## config.mk

```make
export PLATFORM = sky130hd
export DESIGN_NAME = memory_game_top_flat
export DESIGN_NICKNAME = d
export VERILOG_FILES = /design/src/rtl/memory_game_if.sv /design/src/rtl/memory_game_top.sv /design/src/flat_wrapper.sv
export SDC_FILE = /design/constraint.sdc
export NUM_CORES = 1
export LEC_CHECK = 0
export CAP_MARGIN = 20
export CORE_ASPECT_RATIO = 0.6
export CORE_MARGIN = 2
export CORE_UTILIZATION = 58
export DETAILED_ROUTE_END_ITERATION = 12
export GPL_ROUTABILITY_DRIVEN = 0
export GPL_TIMING_DRIVEN = 0
export PLACE_DENSITY = 0.8
export SETUP_SLACK_MARGIN = 0.3
export SLEW_MARGIN = 20
export SYNTH_ARGS = -nofsm -noshare
export SYNTH_HDL_FRONTEND = slang
export SYNTH_SLANG_ARGS = --single-unit
```

## constraint.sdc

```tcl
create_clock -name clock -period 3.3 [get_ports clock]
set_input_delay 0.66 -clock clock [delete_from_list [all_inputs] [get_ports clock]]
set_output_delay 0.66 -clock clock [all_outputs]
set_load 0.005 [all_outputs]
```

## src/rtl/memory_game_if.sv

```systemverilog
`default_nettype none
// ---------------------------------------------------------------------------
// Module   : memory_game_if
// Brief    : Board-side signal bundle of the memory-tester game: buttons,
//            switches, status LEDs and 7-segment outputs.
// Revision : 1.0 - initial release
// ---------------------------------------------------------------------------
interface memory_game_if;
  logic       auth_button;
  logic       log_out;
  logic       rng_button;
  logic [3:0] toggle_user;
  logic [3:0] toggle_pass;
  logic [3:0] toggle_answer;
  logic       red_led_user;
  logic       green_led_user;
  logic       red_led_rom;
  logic       green_led_rom;
  logic       red_led_ram;
  logic       green_led_ram;
  logic       loose;
  logic [6:0] flash_seg;
  logic [6:0] level_seg;
  logic [6:0] seg_answer;

  // Board / stimulus side
  modport master (
    output auth_button, log_out, rng_button, toggle_user, toggle_pass, toggle_answer,
    input  red_led_user, green_led_user, red_led_rom, green_led_rom,
           red_led_ram, green_led_ram, loose, flash_seg, level_seg, seg_answer
  );

  // Game logic side
  modport slave (
    input  auth_button, log_out, rng_button, toggle_user, toggle_pass, toggle_answer,
    output red_led_user, green_led_user, red_led_rom, green_led_rom,
           red_led_ram, green_led_ram, loose, flash_seg, level_seg, seg_answer
  );
endinterface
`default_nettype wire

```

## src/rtl/memory_game_top.sv

```systemverilog
`default_nettype none
// ---------------------------------------------------------------------------
// Module   : memory_game_top
// Brief    : Memory-tester game. Login (user ID, ROM password, RAM password),
//            then five levels of flashing an LFSR digit sequence that the
//            player must re-enter.
// Revision : 1.0 - initial release
// ---------------------------------------------------------------------------
module memory_game_top #(
  parameter int          FLASH_CYCLES = 8,
  parameter logic [3:0]  USER_ID      = 4'h8,
  parameter logic [15:0] ROM_PW       = 16'h256F,
  parameter logic [15:0] RAM_PW_INIT  = 16'h1234,
  parameter logic [7:0]  LFSR_SEED    = 8'hA5
) (
  input  wire logic    clock,
  input  wire logic    rst,
  memory_game_if.slave game
);

  localparam int c_FLASH_W = (FLASH_CYCLES > 1) ? $clog2(FLASH_CYCLES) : 1;
  localparam logic [c_FLASH_W-1:0] c_FLASH_MAX = c_FLASH_W'(FLASH_CYCLES - 1);

  typedef enum logic [2:0] {
    S_USER    = 3'd0,
    S_ROM     = 3'd1,
    S_RAM     = 3'd2,
    S_IDLE    = 3'd3,
    S_CAPTURE = 3'd4,
    S_FLASH   = 3'd5,
    S_ANSWER  = 3'd6
  } state_t;

  // Hex digit to {g,f,e,d,c,b,a}, active-high
  function automatic logic [6:0] seg7(input logic [3:0] d);
    case (d)
      4'h0: return 7'h3F; 4'h1: return 7'h06; 4'h2: return 7'h5B; 4'h3: return 7'h4F;
      4'h4: return 7'h66; 4'h5: return 7'h6D; 4'h6: return 7'h7D; 4'h7: return 7'h07;
      4'h8: return 7'h7F; 4'h9: return 7'h6F; 4'hA: return 7'h77; 4'hB: return 7'h7C;
      4'hC: return 7'h39; 4'hD: return 7'h5E; 4'hE: return 7'h79; default: return 7'h71;
    endcase
  endfunction

  // Index of the last sequence digit: lengths 3,4,6,6,7 for levels 1..5
  function automatic logic [2:0] last_idx(input logic [2:0] lvl);
    case (lvl)
      3'd1:       return 3'd2;
      3'd2:       return 3'd3;
      3'd3, 3'd4: return 3'd5;
      default:    return 3'd6;
    endcase
  endfunction

  state_t                 r_state, w_state_next;
  logic [2:0]             r_auth_sync, r_rng_sync;
  logic [7:0]             r_lfsr;
  logic [1:0]             r_digit_cnt;
  logic [11:0]            r_entry;
  logic [15:0]            r_ram_pw;
  logic [3:0]             r_buf [8];
  logic [2:0]             r_idx, r_flash_idx, r_level;
  logic [c_FLASH_W-1:0]   r_flash_cnt;
  logic                   r_red_user, r_green_user, r_red_rom, r_green_rom;
  logic                   r_red_ram, r_green_ram, r_loose, r_show_level;
  logic                   w_auth_raw, w_rng_raw, w_auth_press, w_rng_press;
  logic [15:0]            w_pw_full;
  logic [2:0]             w_last_idx;
  logic                   w_answer_bad;

  // Anything but a solid 0 counts as released, so an undriven button never presses
  assign w_auth_raw   = (game.auth_button !== 1'b0);
  assign w_rng_raw    = (game.rng_button !== 1'b0);
  assign w_auth_press = r_auth_sync[2] & ~r_auth_sync[1];
  assign w_rng_press  = r_rng_sync[2] & ~r_rng_sync[1];
  assign w_pw_full    = {r_entry, game.toggle_pass};
  assign w_last_idx   = last_idx(r_level);
  assign w_answer_bad = (game.toggle_answer != r_buf[r_idx]);

  // Two synchroniser flops plus one history flop for falling-edge detection
  always_ff @(posedge clock or negedge rst) begin
    if (!rst) begin
      r_auth_sync <= 3'b111;
      r_rng_sync  <= 3'b111;
    end else begin
      r_auth_sync <= {r_auth_sync[1:0], w_auth_raw};
      r_rng_sync  <= {r_rng_sync[1:0], w_rng_raw};
    end
  end

  // Free-running Fibonacci LFSR, taps 8,6,5,4 (maximal length, never zero)
  always_ff @(posedge clock or negedge rst) begin
    if (!rst) r_lfsr <= LFSR_SEED;
    else      r_lfsr <= {r_lfsr[6:0], r_lfsr[7] ^ r_lfsr[5] ^ r_lfsr[4] ^ r_lfsr[3]};
  end

  // State register
  always_ff @(posedge clock or negedge rst) begin
    if (!rst) r_state <= S_USER;
    else      r_state <= w_state_next;
  end

  // Next-state decode; log_out overrides every state
  always_comb begin
    w_state_next = r_state;
    if (game.log_out) begin
      w_state_next = S_USER;
    end else begin
      case (r_state)
        S_USER:    if (w_auth_press && game.toggle_user == USER_ID) w_state_next = S_ROM;
        S_ROM:     if (w_auth_press && r_digit_cnt == 2'd3 && w_pw_full == ROM_PW)
                     w_state_next = S_RAM;
        S_RAM:     if (w_auth_press && r_digit_cnt == 2'd3 && w_pw_full == r_ram_pw)
                     w_state_next = S_IDLE;
        S_IDLE:    if (w_rng_press) w_state_next = S_CAPTURE;
        S_CAPTURE: if (r_idx == w_last_idx) w_state_next = S_FLASH;
        S_FLASH:   if (r_flash_cnt == c_FLASH_MAX && r_flash_idx == w_last_idx)
                     w_state_next = S_ANSWER;
        S_ANSWER:  if (w_auth_press && (w_answer_bad || r_idx == w_last_idx))
                     w_state_next = S_IDLE;
        default:   w_state_next = S_USER;
      endcase
    end
  end

  // Login evaluation, sequence capture/flash counters, answer checking and level
  always_ff @(posedge clock or negedge rst) begin
    if (!rst) begin
      r_red_user   <= 1'b0; r_green_user <= 1'b0;
      r_red_rom    <= 1'b0; r_green_rom  <= 1'b0;
      r_red_ram    <= 1'b0; r_green_ram  <= 1'b0;
      r_loose      <= 1'b0; r_show_level <= 1'b0;
      r_level      <= 3'd1; r_idx        <= 3'd0;
      r_flash_idx  <= 3'd0; r_flash_cnt  <= '0;
      r_digit_cnt  <= 2'd0; r_entry      <= 12'h000;
      r_ram_pw     <= RAM_PW_INIT;
      for (int i = 0; i < 8; i++) r_buf[i] <= 4'h0;
    end else if (game.log_out) begin
      // RAM password survives a log-out; only a reset reloads it
      r_red_user   <= 1'b0; r_green_user <= 1'b0;
      r_red_rom    <= 1'b0; r_green_rom  <= 1'b0;
      r_red_ram    <= 1'b0; r_green_ram  <= 1'b0;
      r_loose      <= 1'b0; r_show_level <= 1'b0;
      r_level      <= 3'd1; r_idx        <= 3'd0;
      r_flash_idx  <= 3'd0; r_flash_cnt  <= '0;
      r_digit_cnt  <= 2'd0; r_entry      <= 12'h000;
      for (int i = 0; i < 8; i++) r_buf[i] <= 4'h0;
    end else begin
      case (r_state)
        S_USER: if (w_auth_press) begin
          if (game.toggle_user == USER_ID) begin
            r_green_user <= 1'b1;
            r_red_user   <= 1'b0;
          end else begin
            r_red_user   <= 1'b1;
          end
        end
        S_ROM: if (w_auth_press) begin
          if (r_digit_cnt == 2'd3) begin
            r_digit_cnt <= 2'd0;
            r_red_rom   <= (w_pw_full != ROM_PW);
            if (w_pw_full == ROM_PW) r_green_rom <= 1'b1;
          end else begin
            r_digit_cnt <= r_digit_cnt + 2'd1;
            r_entry     <= w_pw_full[11:0];
          end
        end
        S_RAM: if (w_auth_press) begin
          if (r_digit_cnt == 2'd3) begin
            r_digit_cnt <= 2'd0;
            r_red_ram   <= (w_pw_full != r_ram_pw);
            if (w_pw_full == r_ram_pw) begin
              r_green_ram  <= 1'b1;
              r_show_level <= 1'b1;
            end
          end else begin
            r_digit_cnt <= r_digit_cnt + 2'd1;
            r_entry     <= w_pw_full[11:0];
          end
        end
        S_IDLE: if (w_rng_press) begin
          r_loose <= 1'b0;
          r_idx   <= 3'd0;
        end
        S_CAPTURE: begin
          r_buf[r_idx] <= r_lfsr[3:0];
          if (r_idx == w_last_idx) begin
            r_idx       <= 3'd0;
            r_flash_idx <= 3'd0;
            r_flash_cnt <= '0;
          end else begin
            r_idx <= r_idx + 3'd1;
          end
        end
        S_FLASH: begin
          if (r_flash_cnt == c_FLASH_MAX) begin
            r_flash_cnt <= '0;
            r_flash_idx <= r_flash_idx + 3'd1;
          end else begin
            r_flash_cnt <= r_flash_cnt + c_FLASH_W'(1);
          end
        end
        S_ANSWER: if (w_auth_press) begin
          if (w_answer_bad) begin
            r_loose <= 1'b1;
            r_level <= 3'd1;
          end else if (r_idx == w_last_idx) begin
            r_level <= (r_level == 3'd5) ? 3'd1 : r_level + 3'd1;
          end else begin
            r_idx <= r_idx + 3'd1;
          end
        end
        default: ;
      endcase
    end
  end

  assign game.red_led_user   = r_red_user;
  assign game.green_led_user = r_green_user;
  assign game.red_led_rom    = r_red_rom;
  assign game.green_led_rom  = r_green_rom;
  assign game.red_led_ram    = r_red_ram;
  assign game.green_led_ram  = r_green_ram;
  assign game.loose          = r_loose;
  assign game.flash_seg      = (r_state == S_FLASH) ? seg7(r_buf[r_flash_idx]) : 7'h00;
  assign game.level_seg      = r_show_level ? seg7({1'b0, r_level}) : 7'h00;
  assign game.seg_answer     = seg7(game.toggle_answer);

endmodule
`default_nettype wire

```

## src/flat_wrapper.sv

```systemverilog
// flat-port wrapper written by rule: the top's interface ports become plain ports
module memory_game_top_flat 
#(
  parameter int          FLASH_CYCLES = 8,
  parameter logic [3:0]  USER_ID      = 4'h8,
  parameter logic [15:0] ROM_PW       = 16'h256F,
  parameter logic [15:0] RAM_PW_INIT  = 16'h1234,
  parameter logic [7:0]  LFSR_SEED    = 8'hA5
)
  (clock, rst, game_auth_button, game_log_out, game_rng_button, game_toggle_user, game_toggle_pass, game_toggle_answer, game_red_led_user, game_green_led_user, game_red_led_rom, game_green_led_rom, game_red_led_ram, game_green_led_ram, game_loose, game_flash_seg, game_level_seg, game_seg_answer);
  memory_game_if game_i ();
  input  wire logic clock;
  input  wire logic rst;
  input wire logic [$bits(game_i.auth_button)-1:0] game_auth_button;
  input wire logic [$bits(game_i.log_out)-1:0] game_log_out;
  input wire logic [$bits(game_i.rng_button)-1:0] game_rng_button;
  input wire logic [$bits(game_i.toggle_user)-1:0] game_toggle_user;
  input wire logic [$bits(game_i.toggle_pass)-1:0] game_toggle_pass;
  input wire logic [$bits(game_i.toggle_answer)-1:0] game_toggle_answer;
  output wire logic [$bits(game_i.red_led_user)-1:0] game_red_led_user;
  output wire logic [$bits(game_i.green_led_user)-1:0] game_green_led_user;
  output wire logic [$bits(game_i.red_led_rom)-1:0] game_red_led_rom;
  output wire logic [$bits(game_i.green_led_rom)-1:0] game_green_led_rom;
  output wire logic [$bits(game_i.red_led_ram)-1:0] game_red_led_ram;
  output wire logic [$bits(game_i.green_led_ram)-1:0] game_green_led_ram;
  output wire logic [$bits(game_i.loose)-1:0] game_loose;
  output wire logic [$bits(game_i.flash_seg)-1:0] game_flash_seg;
  output wire logic [$bits(game_i.level_seg)-1:0] game_level_seg;
  output wire logic [$bits(game_i.seg_answer)-1:0] game_seg_answer;
  assign game_i.auth_button = game_auth_button;
  assign game_i.log_out = game_log_out;
  assign game_i.rng_button = game_rng_button;
  assign game_i.toggle_user = game_toggle_user;
  assign game_i.toggle_pass = game_toggle_pass;
  assign game_i.toggle_answer = game_toggle_answer;
  assign game_red_led_user = game_i.red_led_user;
  assign game_green_led_user = game_i.green_led_user;
  assign game_red_led_rom = game_i.red_led_rom;
  assign game_green_led_rom = game_i.green_led_rom;
  assign game_red_led_ram = game_i.red_led_ram;
  assign game_green_led_ram = game_i.green_led_ram;
  assign game_loose = game_i.loose;
  assign game_flash_seg = game_i.flash_seg;
  assign game_level_seg = game_i.level_seg;
  assign game_seg_answer = game_i.seg_answer;
  memory_game_top #(.FLASH_CYCLES(FLASH_CYCLES), .USER_ID(USER_ID), .ROM_PW(ROM_PW), .RAM_PW_INIT(RAM_PW_INIT), .LFSR_SEED(LFSR_SEED)) u_core (.clock(clock), .rst(rst), .game(game_i));
endmodule
```

* Word-level counts from Yosys, hierarchy flattened
Memories as Yosys holds them, arrays and structs flattened. Cells that the tools add are included.
Word-level totals: register bits after elaboration 82, ROM bits 280, input bits 17, output and inout port bits 28, memories 3
Memory list:
- (no name shown) | words 16, bits a word 7, read ports 1, clocked after Yosys merged registers in 0, wr ports 0, line memory_game_top.sv:36 | case (d)
- (no name shown) | words 16, bits a word 7, read ports 1, clocked after Yosys merged registers in 0, wr ports 0, line memory_game_top.sv:36
- (no name shown) | words 8, bits a word 7, read ports 1, clocked after Yosys merged registers in 0, wr ports 0, line memory_game_top.sv:36
Operators by class: add/sub/neg operators 5, $lt $le $gt $ge 3, eq/ne operators 36, multiplexer cells 82, bitwise operators 9, reductions and logical operators 40
Operators by type and width (count):
- $mux 3 | 25
- $mux 32 | 2
- $mux 12 | 4
- $bwmux 32 | 1
- $mux 1 | 30
- $ne 3x2->1 const B | 10
- $bmux 4 s3 | 2
- $reduce_bool 2->1 | 11
- $pmux 3 s7 | 1
- $mux 4 | 5
- $eq 3x3->1 const B | 6
- $pmux 3 s3 | 2
- $reduce_and 3->1 | 6
- $eq 16x14->1 const B | 1
- $eq 16x16->1 | 1
- $ne 16x14->1 const B | 1
- $ne 16x16->1 | 1
- $mux 7 | 2
- $add 3x1->3 const B | 4
- $demux 4 s3 | 1
- $eq 3x2->1 const B | 4
- $pmux 3 s2 | 2
- $reduce_and 4->1 | 3
- $reduce_bool 3->1 | 3
- 25 further kinds | 47

* Logic depth before layout (Yosys ltp)
Gate-level depths: netlist of the first run.
depth after elaboration 10, mapped depth 10, gate-level depth less buffers 9

* Worst setup path before layout of the first run
OpenSTA, ideal clock, no wires.
path type register -> output, from register u_core.r_flash_idx[0], to output port game_flash_seg[5], arrival 2.239 ns, data required time 2.640 ns, path slack 0.401 ns, cell stages (with the launch flop) 9, cell sequence dfrtp_1 buf_2 mux4_2 mux2i_1 inv_1 ha_1 nand2b_1 a21oi_1 a211oi_1
Between the ends: word-level cells in the longest chain between the ends 6
RTL lines:
- start, declared | line memory_game_top.sv:61 | logic [2:0] r_idx, r_flash_idx, r_level;
- start signal, assigned | line memory_game_top.sv:197 | r_flash_idx <= r_flash_idx + 3'd1;
- $not 3->4 (not written as such) | line memory_game_top.sv:224 | assign game.flash_seg = (r_state == S_FLASH) ? seg7(r_buf[r_flash_idx]) : 7'h00;
- $bmux 4 s3 | line memory_game_top.sv:224
- $mux 4 (not written as such) (2 in a row) | line memory_game_top.sv:224
- $mem_v2 16x7
- $mux 7 | line memory_game_top.sv:224
- end, declared | line flat_wrapper.sv:27 | output wire logic [$bits(game_i.flash_seg)-1:0] game_flash_seg;
Every way passes these cells. The select of a mux whose other input is x is not followed.

* Worst setup path in the final report of the first run
from register u_core.r_flash_idx[0], to output port game_flash_seg[2]
The elaborated chain is that of the path after synthesis.

==> results.yml, run 1 <==
grt:
  busiest_layer: "met1"
  grt_use_met2: 0.437
  grt_pass1_wl_um: 23000
  gr-usage-met1: 0.454
  grt_pass1_vias: 4345
  grt.met3_usage: 0.0857
  antenna_found_initial: 1
  grt_usage: 0.306
  grt_max_degree: 60
  grt.overflow.total: 0
cells_and_area:
  num_antenna_cells: 0
  drive_above_1_share: 0.181
  nets: 634
  multi_input_comb_area_um2: 2870
  register_area_um2: 2040
  fillers: 576
  area_growth_pct: 22.0
worst_setup_path:
  start_kind: "flip-flop"
  path_delay_family: "multiplexers"
  required_ps: 2640
  cp.buffers_inverters: 4
  path_cells: "buf_12, mux4_2, mux2i_4, buf_6, ha_2, inv_1, a211oi_1, buf_2"
  cp.arrival_ps: 2470
  cpPeakStageDelay_ps: 540
  crit_fanout: 7
  timing_worst_setup_path_type: "flip-flop to primary output"
  reg2reg_setup_slack_ps: 660
  cp_slowest_cell: "mux4_2"
  end_kind: "primary output"
min_path:
  min-delay-path-class: "primary input to async pin"
power_and_ir_drop:
  p_clk_frac: 0.465
  p_comb_frac: 0.098
  p_leak_nw: 2.58
  p_seq_frac: 0.438
  intPower_mw: 1.77
  switchingPower_mw: 0.562
  p_per_area_nw_per_um2: 376
  vdd_drop_max_uv: 341
  p_sw_frac: 0.241
  p_total_mw: 2.33
clock_tree:
  numCtsBuffers: 9
  clockBufferDepth: 2
  clock_sinks: 81
  cts_tree: "built"
  cts_root_buf: "clkbuf_16"
  clk_pin_slew_worst_paths_ps: 70
  insertion_delay_ps: 340
  htreeDepth: 3
placed_design:
  dp_hpwl_um: 9580
  portBuffers: 42
synthesis:
  synth_area_per_cell_um2: 9.61
  yosysWarnings: 16
  ys_types: 66
  synth_top_flop_cell: "dfrtp_1"
  syn_nets: 570
  postSynthCellCount: 528
  synth-seq-cells: 81
  synthArstFlopShare: 1.00
  synth_edf_count: 0
  mappedNetlistArea_um2: 5070
  ys_seq_area_frac: 0.402
floorplan:
  core_area_um2: 8490
  core.rowCount: 26
  dieHeight_um: 76.4
  io_pins: 45
  die_w_um: 125
  fp.dieArea_um2: 9540
  start_util: 0.598
sta:
  drv_slew: 0
  skew_ps: 10.6
  timing.slew.headroom: 0.295
  rsz0062_at_grt: "true"
  fin_crit_ps: 3130
  min_period_over_period: 0.948
  hold_viol_final: 0
  finalSetupViolCount: 0
  worstMarginPinSlew_ps: 1050
  finalSetupTns_ps: 0
  fmaxAchievable_ghz: 0.320
route:
  remaining_drc_errors: 0
  drt-pass1-iter-count: 6
  vias_per_cell: 6.29
  num_vias: 4463
  finalWirelength_um: 13900
  drt_iter0_markers: 479
  postRouteAntennaNets: 0
  routedWlPerCell_um: 19.6
run_status:
  status: "finished clean"
flow_run:
  cap_violations: 0
## logic make-up (layout without fill, tap and decap cells)
group	after synthesis	after routing	share of synthesized area
compound gates	116	116	0.157
xor+xnor	16	16	0.0276
buf+inv	59	128	0.0552
other cells	1	1	0.000739
mux	43	43	0.111
flops	81	81	0.402
fa+ha+maj	25	25	0.0617
simple gates	187	187	0.185
## metal layers
metal	wire length, um	up-vias
li1	-	2015
met1	6390	2196
met2	5970	224
met3	1280	28
met4	243	0
met5	0	-
## area by class of cell
class,count,area share
Clock buffer,10,0.0370
Inverter,18,0.0117
Clock inverter,6,0.0146
Timing Repair Buffer,53,0.0784
Buffer,41,0.0426
Tap cell,112,0.0226
Multi-Input combinational cell,388,0.463
Sequential cell,81,0.330
## worst reg2reg max path: cells and delay by family (launching register included)
| family | cells | cell delay (ps) |
|---|---|---|
| fa+ha+maj | 1 | 320 |
| flops | 1 | 600 |
| buf+inv | 2 | 330 |
| simple gates | 2 | 420 |
| compound gates | 5 | 840 |
## synth_stat cells (all sizes together) (2+ instances only)
cell,count,area [um2]
or3,2,12.5
buf,17,123
nor2b,10,62.6
o21ai,14,70.1
xnor2,10,87.6
clkbuf,24,90.1
a31oi,8,50.1
a22oi,4,30.0
nor3b,3,22.5
a221oi,4,41.3
and2,6,37.5
mux4,10,225
and3b,2,17.5
a32o,2,20.0
nand2b,7,43.8
or2,2,12.5
mux2,6,67.6
nor4b,3,26.3
and3,3,18.8
o22ai,4,25.0
nand4,3,25.0
a21o,2,15.0
nor3,13,70.1
a211oi,7,52.6
nor4,3,40.0
dfstp,11,289
ha,25,313
a21boi,3,22.5
nand2,57,214
o21a,4,30.0
xor2,6,52.6
nor2,41,154
a21oi,38,190
o32ai,3,26.3
dfrtp,70,1750
a22o,14,123
inv,18,67.6
mux2i,27,270
nand3,29,150
## path summary, 6_finish.rpt
path,cells past startpoint,startpoint,endpoint
worst max-delay path,8,u_core.r_flash_idx[0]$_DFFE_PN0P_,game_flash_seg[2]
worst min-delay path,1,rst,u_core.r_buf[12]$_DFFE_PN0P_
worst max register to register,10,u_core.r_level[0]$_DFFE_PN1P_,u_core.r_flash_idx[1]$_DFFE_PN0P_
worst min register to register,0,u_core.r_rng_sync[0]$_DFF_PN1_,u_core.r_rng_sync[1]$_DFF_PN1_
max in group asynchronous,2,rst,u_core.r_level[0]$_DFFE_PN1P_
min in group clock,0,u_core.r_rng_sync[0]$_DFF_PN1_,u_core.r_rng_sync[1]$_DFF_PN1_
## layout by cell type (no fill, tap or decap), types with 14 or more instances in the layout
cell type        instances
nand3_1                 28
mux2i_1                 25
nand2_1                 56
a22o_1                  14
clkdlybuf4s50_1         31
dfrtp_1                 69
nor2_1                  40
a21oi_1                 37
ha_1                    21
o21ai_0                 14
buf_2                   15
clkbuf_1                21
## per-stage QoR
stage	setup WS (ps)	cell area, um2	hold WS [ps]	util	instances
2_1_floorplan	401	5070	333	-	528
3_3_place_gp	-1160	5630	335	0.664	682
3_5_place_dp	-583	5660	341	0.667	683
4_1_cts	194	6170	199	0.727	708
5_1_grt	106	6190	215	0.729	709
6_report	172	6190	201	0.729	709
## sequential cells by signal, indices dropped and copies added (netlist names)
signal and flops:
u_core.r_state 3, u_core.r_idx 3, u_core.game.red_led_rom 1, u_core.r_flash_cnt 3
u_core.r_auth_sync 3, u_core.game.green_led_ram 1, u_core.r_rng_sync 3, u_core.r_lfsr 8
u_core.r_digit_cnt 2, u_core.r_flash_idx 3, u_core.r_level 3, u_core.r_entry 12
u_core.game.red_led_user 1, u_core.game.loose 1, u_core.game.green_led_rom 1, u_core.game.green_led_user 1
u_core.r_buf 32
## power by group through the flow
stage	clock, mW	combinational (mW)	sequential [mW]
after detailed placement	0	0.221	1.04
final	1.08	0.227	1.02
after global placement	0	0.208	1.04
after global routing	1.14	0.251	1.02
after floorplan	0	0.122	1.03
after CTS	1.10	0.223	1.02
## timing repair
action                     CTS  global route
pin swaps                    6             2
gates resized for setup     76            10
setup endpoints to repair   14             8
buffers inserted             9             1
hold buffers                 0             0
Note: power is estimated with default switching activity, not from simulation.
==> run 2, diff against run 1 <==
--- a/config.mk
+++ b/config.mk
@@ -5,6 +5,7 @@
 export SDC_FILE = /design/constraint.sdc
 export NUM_CORES = 1
 export LEC_CHECK = 0
+export ABC_CLOCK_PERIOD_IN_PS = 3100
 export CAP_MARGIN = 20
 export CORE_ASPECT_RATIO = 0.6
 export CORE_MARGIN = 2
==> constraint.sdc (replaced) <==
create_clock -name clock -period 3.1 [get_ports clock]
set_input_delay 0.62 -clock clock [delete_from_list [all_inputs] [get_ports clock]]
set_output_delay 0.62 -clock clock [all_outputs]
set_load 0.005 [all_outputs]
==> results.yml, run 2 (synthesis results as in run 1) <==
run_status:
  status: "finished, violations left"
  violations: "negative setup slack"
route:
  num_vias: 4527
  postRouteAntennaNets: 0
  routedWlPerCell_um: 19.8
  drt_iter0_markers: 520
  remaining_drc_errors: 0
  drt-pass1-iter-count: 5
  finalWirelength_um: 14100
  vias_per_cell: 6.34
clock_tree:
  clk_pin_slew_worst_paths_ps: 70
  cts_tree: "built"
  ctsHoldBuffers: 0
  numCtsBuffers: 9
  cts_root_buf: "clkbuf_16"
  clockBufferDepth: 2
  htreeDepth: 3
  insertion_delay_ps: 350
  clock_sinks: 81
power_and_ir_drop:
  p_per_area_nw_per_um2: 395
  switchingPower_mw: 0.646
  p_leak_nw: 2.62
  p_seq_frac: 0.440
  p_clk_frac: 0.465
  p_total_mw: 2.46
  p_sw_frac: 0.262
  p_comb_frac: 0.095
  intPower_mw: 1.82
  vdd_drop_max_uv: 383
floorplan:
  core_area_um2: 8490
  dieHeight_um: 76.4
  fp.dieArea_um2: 9540
  die_w_um: 125
  io_pins: 45
  core.rowCount: 26
  start_util: 0.598
grt:
  grt_pass1_vias: 4469
  antenna_found_initial: 0
  grt_pass1_wl_um: 23000
  grt_usage: 0.307
  grt.overflow.total: 0
  grt_max_degree: 45
sta:
  hold_viol_final: 0
  fmaxAchievable_ghz: 0.319
  hold_ws_ps: 236
  min_period_over_period: 1.01
  timing.slew.headroom: 0.235
  drv_slew: 0
  postLayoutSetupSlackWorst_ps: -30.9
  fin_crit_ps: 3130
  rsz0062_at_grt: "true"
  skew_ps: 6.86
  worstMarginPinSlew_ps: 1150
  finalSetupViolCount: 2
  finalSetupTns_ps: -36.2
worst_setup_path:
  cp.arrival_ps: 2510
  timing_worst_setup_path_type: "flip-flop to primary output"
  end_kind: "primary output"
  start_kind: "flip-flop"
  required_ps: 2480
  rr_worst_depth: 6
  crit_fanout: 7
placed_design:
  portBuffers: 42
  dp_hpwl_um: 9670
cells_and_area:
  max_flop_register: "u_core.r_buf"
  largest_reg_flops: 32
  area_growth_pct: 23.1
  reg_top3: "u_core.r_buf (32), u_core.r_entry (12), u_core.r_lfsr (8)"
  layout_common_cells: "69 x dfrtp_1, 55 x nand2_1, 40 x nor2_1, 36 x a21oi_1, 30 x clkdlybuf4s50_1"
  fin_util: 0.736
  nets: 639
  drive_above_1_share: 0.194
  num_antenna_cells: 0
  layout_commonest_cell: "dfrtp_1"
flow_run:
  cap_violations: 0
min_path:
  min-delay-path-class: "primary input to async pin"
-- run 2: worst max-delay path: stages (launching register included) --
cell and delay (ps):
dfrtp_2 400, buf_12 140, mux4_2 500, mux2_4 340
inv_4 90, buf_6 100, ha_4 120, o22ai_2 80
a31oi_1 190, nor2_1 60, buf_2 140
-- run 2: worst paths after layout --
path                       slack [ps]                                   end                         startpoint
hold / removal                    240  u_core.game.red_led_user$_DFFE_PN0P_                                rst
max in group asynchronous        2230       u_core.r_auth_sync[2]$_DFF_PN1_                                rst
hold reg to reg                   360        u_core.r_rng_sync[1]$_DFF_PN1_     u_core.r_rng_sync[0]$_DFF_PN1_
min in group clock                360        u_core.r_rng_sync[1]$_DFF_PN1_     u_core.r_rng_sync[0]$_DFF_PN1_
setup reg to reg                  420           u_core.r_buf[0]$_DFFE_PN0P_      u_core.r_state[1]$_DFFE_PN0P_
setup / recovery                  -30                     game_flash_seg[0]  u_core.r_flash_idx[0]$_DFFE_PN0P_
-- run 2: per-layer routing --
layer	vias to the layer above	wire, um	track usage
met3	28	1550	0.0787
met4	0	200	0.0876
met5	-	0	0
li1	2025	-	-
met2	252	6290	0.461
met1	2222	6070	0.442
-- run 2: per-stage QoR --
| stage | std cells | cell area (um2) | worst slack, ps |
|---|---|---|---|
| after floorplan | 528 | 5080 | 376 |
| after global placement | 682 | 5640 | -1360 |
| after detailed placement | 683 | 5670 | -545 |
| after CTS | 713 | 6190 | 27.2 |
| after global routing | 714 | 6250 | -123 |
| final | 714 | 6250 | -30.9 |
-- run 2: area by class of cell --
| type | count | area (um2) |
|---|---|---|
| Buffer | 41 | 255 |
| Tap cell | 112 | 140 |
| Clock inverter | 7 | 95.1 |
| Sequential cell | 81 | 2040 |
| Clock buffer | 9 | 225 |
| Multi-Input combinational cell | 388 | 2880 |
| Inverter | 18 | 72.6 |
| Timing Repair Buffer | 58 | 534 |
| Fill cell | 585 | 2240 |
-- run 2: timing repair --
| action | CTS | global route |
|---|---|---|
| gates resized for setup | 75 | 18 |
| gates cloned | 0 | 0 |
| hold endpoints to repair | 0 | 0 |
| setup buffers | 14 | 1 |
| pin swaps | 6 | 2 |
| setup endpoints to repair | 15 | 11 |
-- run 2: power by group through the flow --
stage                     clock [mW]  combinational, mW  sequential (mW)
after floorplan                    0              0.130             1.10
after global placement             0              0.221             1.10
after detailed placement           0              0.231             1.10
after CTS                       1.15              0.232             1.08
after global routing            1.20              0.259             1.09
final                           1.14              0.235             1.08
